<file path="src/rtl/onehot_event_encoder_if.sv">
// Valid/ready channel carrying 2-bit event codes from the encoder to a consumer.
interface onehot_event_encoder_if;
    logic [1:0] code;
    logic       valid;
    logic       ready;

    modport master (output code, output valid, input ready);
    modport slave  (input code, input valid, output ready);
endinterface

</file>
<file path="src/rtl/onehot_event_encoder.sv">
// Rising-edge request encoder: serialises edges on four lines by fixed priority
// (bit 3 highest) and queues their 2-bit codes in a small FIFO.
module onehot_event_encoder #(
    parameter  int DEPTH = 4,
    localparam int CW    = $clog2(DEPTH + 1)
) (
    input  logic                         clk,
    input  logic                         rst,
    input  logic [3:0]                   req,
    onehot_event_encoder_if.master       evt,
    output logic [CW-1:0]                count,
    output logic                         overflow
);
    localparam int AW = $clog2(DEPTH);

    logic [3:0]    req_q;
    logic [3:0]    pending;
    logic [3:0]    rise;
    logic [3:0]    grant;
    logic [1:0]    enc;
    logic [1:0]    mem [DEPTH];
    logic [AW-1:0] wr_ptr;
    logic [AW-1:0] rd_ptr;
    logic          has_event;
    logic          not_empty;
    logic          push;
    logic          pop;
    logic          drop;

    function automatic logic [3:0] prio_grant(input logic [3:0] p);
        logic [3:0] g;
        g = 4'b0000;
        if      (p[3]) g = 4'b1000;
        else if (p[2]) g = 4'b0100;
        else if (p[1]) g = 4'b0010;
        else if (p[0]) g = 4'b0001;
        return g;
    endfunction

    function automatic logic [1:0] prio_index(input logic [3:0] p);
        logic [1:0] idx;
        idx = 2'b00;
        if      (p[3]) idx = 2'b11;
        else if (p[2]) idx = 2'b10;
        else if (p[1]) idx = 2'b01;
        return idx;
    endfunction

    always_comb begin
        rise      = req & ~req_q;
        grant     = prio_grant(pending);
        enc       = prio_index(pending);
        has_event = |pending;
        not_empty = (count != '0);
        pop       = not_empty && evt.ready;
        // A full FIFO still accepts when the head leaves in the same cycle.
        push      = has_event && ((count < CW'(DEPTH)) || pop);
        drop      = has_event && !push;
    end

    assign evt.valid = not_empty;
    assign evt.code  = not_empty ? mem[rd_ptr] : 2'b00;

    // Edge detect and pending set/clear; rise wins over a same-cycle grant.
    always_ff @(posedge clk or posedge rst) begin
        if (rst) begin
            req_q    <= 4'b0000;
            pending  <= 4'b0000;
            overflow <= 1'b0;
        end else begin
            req_q   <= req;
            pending <= (pending & ~grant) | rise;
            if (drop) overflow <= 1'b1;
        end
    end

    // FIFO control
    always_ff @(posedge clk or posedge rst) begin
        if (rst) begin
            wr_ptr <= '0;
            rd_ptr <= '0;
            count  <= '0;
        end else begin
            if (push) wr_ptr <= wr_ptr + 1'b1;
            if (pop)  rd_ptr <= rd_ptr + 1'b1;
            case ({push, pop})
                2'b10:   count <= count + 1'b1;
                2'b01:   count <= count - 1'b1;
                default: count <= count;
            endcase
        end
    end

    // FIFO storage holds data only and is not reset.
    always_ff @(posedge clk) begin
        if (push) mem[wr_ptr] <= enc;
    end
endmodule

</file>
<file path="src/flat_wrapper.sv">
// flat-port wrapper written by rule: the top's interface ports become plain ports
module onehot_event_encoder_flat 
#(
    parameter  int DEPTH = 4,
    localparam int CW    = $clog2(DEPTH + 1)
)
  (clk, rst, req, count, overflow, evt_code, evt_valid, evt_ready);
  onehot_event_encoder_if evt_i ();
  input  logic clk;
  input  logic rst;
  input  logic [3:0] req;
  output logic [CW-1:0] count;
  output logic overflow;
  output wire logic [$bits(evt_i.code)-1:0] evt_code;
  output wire logic [$bits(evt_i.valid)-1:0] evt_valid;
  input wire logic [$bits(evt_i.ready)-1:0] evt_ready;
  assign evt_code = evt_i.code;
  assign evt_valid = evt_i.valid;
  assign evt_i.ready = evt_ready;
  onehot_event_encoder #(.DEPTH(DEPTH)) u_core (.clk(clk), .rst(rst), .req(req), .evt(evt_i), .count(count), .overflow(overflow));
endmodule
</file>
<file path="config.mk">
export PLATFORM = sky130hd
export DESIGN_NAME = onehot_event_encoder_flat
export DESIGN_NICKNAME = d
export VERILOG_FILES = /design/src/rtl/onehot_event_encoder_if.sv /design/src/rtl/onehot_event_encoder.sv /design/src/flat_wrapper.sv
export SDC_FILE = /design/constraint.sdc
export NUM_CORES = 1
export LEC_CHECK = 0
export CORE_MARGIN = 2
export CORE_UTILIZATION = 50
export DETAILED_ROUTE_END_ITERATION = 8
export GPL_ROUTABILITY_DRIVEN = 1
export PLACE_DENSITY_LB_ADDON = 0.08
export SETUP_SLACK_MARGIN = 0.2
export SYNTH_ARGS = -nofsm -noshare
export SYNTH_HDL_FRONTEND = slang
export SYNTH_SLANG_ARGS = --single-unit
</file>
<file path="constraint.sdc">
create_clock -name clk -period 4.3 [get_ports clk]
set_input_delay 0.645 -clock clk [delete_from_list [all_inputs] [get_ports clk]]
set_output_delay 0.645 -clock clk [all_outputs]
set_load 0.03 [all_outputs]
</file>
==> results.txt <==
outcome: completed
RePlAce Congestion: 0.727
RSZ-0062 raised after global routing: false
Reg clk slew, reported paths: 130 ps
Seq cells post-synth: 24
Place WS: 1590 ps
IO Pins: 14
DRT antenna net count: 0
DRT Pass-1 Iters: 4
initial core utilization: 0.532
syn_nets: 86
post-cts hold buffer count: 0
grt ovf: 0
worst path required time: 3650 ps
Critical-path top delay cell: clkdlybuf4s50_1
Startpoint Class: flip-flop
DP Cell Count: 113
Leakage: 0.542 nW
CTS Root Cell: clkbuf_4
total routing usage reported by global routing: 0.144
setup_tns: 0 ps
Non-Filler Instances: 117
Detailed Route Iter0 Violations: 3
Final Max Slew Viols: 0
Die W: 49.7 µm
final net count: 104
YS warnings: 0
largest net degree at the start of global routing: 17
final design utilization: 0.634
setup bufs post-CTS: 0
Synth Cell Area: 1040 µm²
power density of the placed cells: 659 nW/µm²
Core ar.: 1960 µm²
cts repair resizes: 0
H-tree Lvls: 1
CP Cell Sequence: mux4_2, and2_1, clkdlybuf4s50_1
drt drc: 0
Hold Crit Class: flip-flop to flip-flop
Setup Viol. Count Final: 0
die height: 49.7 µm
Max Cap Viol: 0
Buf/Inv on CP: 1
Cells after Synth: 73
CTS tree: yes
Seq/Total Area, Yosys: 0.614
arrival time worst endpoint: 2050 ps
clk_lat worst skew: 310 ps
Final Cycle Share: 0.626
CTS sink cnt: 24
first-pass GRT wire length: 2.62 mm
Syn Area/Cell: 14.3 µm²
Layout area overhead: 19.2%
share of cells above drive strength 1: 0.122
wire per inst: 12.5 µm
vias post-DR: 575
Min Clock Period, post-route: 2690 ps
Tot Pwr: 819 µW
Setup Skew: 7.91 ps
final worst slack: 1610 ps
synth unique cells: 24
Worst VDD drop: 0.000333 V
Row Count: 16
DP Wirelength: 1.10 mm
Rel. slew slack: 0.597
Inserted Diodes: 0
worst stage delay on the critical path: 580 ps
Worst Setup End Kind: output port
Max Buffers Root-to-Sink: 2
CTS buffer count: 3
DR vias/cell: 4.91
Worst Path Max Fanout: 4
Detailed Route WL: 1.46 mm
Top delay family on crit path: buffers and inverters
critical path class: flip-flop to output port
final hold vios: 0
Worst-Margin Slew: 604 ps
antenna violations before repair: 0
Port Buf Inserts: 13
vias in the first global route: 617
Fmax: 0.372 GHz
die area: 2470 µm²
-- layer usage --
metal  track usage  share of wire
met1         0.159           0.45
met5             0              0
met3        0.0273          0.035
met4        0.0972          0.021
met2         0.249           0.49
-- registers in the layout, summed over array words and instances (netlist names) --
name,cells
u_core.mem,8
u_core.pending,4
u_core.req_q,4
u_core.count,3
u_core.rd_ptr,2
u_core.wr_ptr,2
u_core.overflow,1
-- cell families (layout without fill, tap and decap cells) --
family | count (synthesis) | in the layout | share of synthesized area
flops | 24 | 24 | 0.614
simple gates | 16 | 16 | 0.113
buf+inv | 11 | 28 | 0.0396
fa+ha+maj | 6 | 6 | 0.0791
compound gates | 6 | 6 | 0.0372
xor+xnor | 6 | 6 | 0.0504
mux | 4 | 4 | 0.0671
-- synth_stat cells (all sizes together) --
master / number / area share
mux4: 2 / 0.043
or3: 1 / 0.011
nor2: 1 / 0.0036
nor4: 1 / 0.020
a21o: 1 / 0.0072
inv: 11 / 0.040
ha: 5 / 0.060
xor2: 3 / 0.025
fa: 1 / 0.019
or2: 1 / 0.0060
a22o: 1 / 0.0084
xnor2: 3 / 0.025
nor2b: 2 / 0.014
dfrtp: 16 / 0.38
nand2: 1 / 0.0036
o21ai: 3 / 0.014
edfxtp: 8 / 0.23
or2b: 1 / 0.0072
mux2i: 1 / 0.0096
mux2: 1 / 0.014
and2: 7 / 0.042
nand3: 1 / 0.0048
o21bai: 1 / 0.0072
-- per-stage QoR --
| step | instance area (µm²) | hold WS, ps |
|---|---|---|
| after floorplan | 1040 | 378 |
| after global placement | 1210 | 387 |
| after detailed placement | 1210 | 398 |
| after CTS | 1240 | 417 |
| after global routing | 1240 | 441 |
| final | 1240 | 414 |
-- cell usage in the layout (no fill, tap or decap), types with 2 or more instances in the layout --
master and instances:
o21ai_0 3, xor2_1 3, clkbuf_4 3, inv_1 11, edfxtp_1 8, mux4_2 2, xnor2_1 3, and2_1 7
ha_1 5, clkdlybuf4s50_1 13, dfrtp_1 16
-- worst paths after layout --
path	from	to	slack [ps]	depth (start not counted)
worst max register to register	u_core.pending[3]	u_core.count[2]	2260	9
worst min register to register	u_core.req_q[3]	u_core.pending[3]	410	1
worst min-delay path	u_core.req_q[3]	u_core.pending[3]	410	1
worst max-delay path	u_core.rd_ptr[0]	evt_code[0]	1610	3
min in group asynchronous	rst	u_core.pending[2]	680	2
max in group asynchronous	rst	u_core.req_q[1]	3230	2
-- final cells by class --
| type | instances | area (µm²) |
|---|---|---|
| fillers | 173 | 718 |
| flip-flops and latches | 24 | 641 |
| multi-input cells | 38 | 362 |
| repair buffers | 13 | 130 |
| inverters | 11 | 41.3 |
| clock buffers | 4 | 36.3 |
| well taps | 27 | 33.8 |
-- report_power, final --
group	switching, mW	leakage (nW)	internal (mW)
clock network	0.0648	0.0210	0.0517
logic	0.176	0.261	0.176
registers	0.0467	0.260	0.304
(Power assumes the default switching activity.)
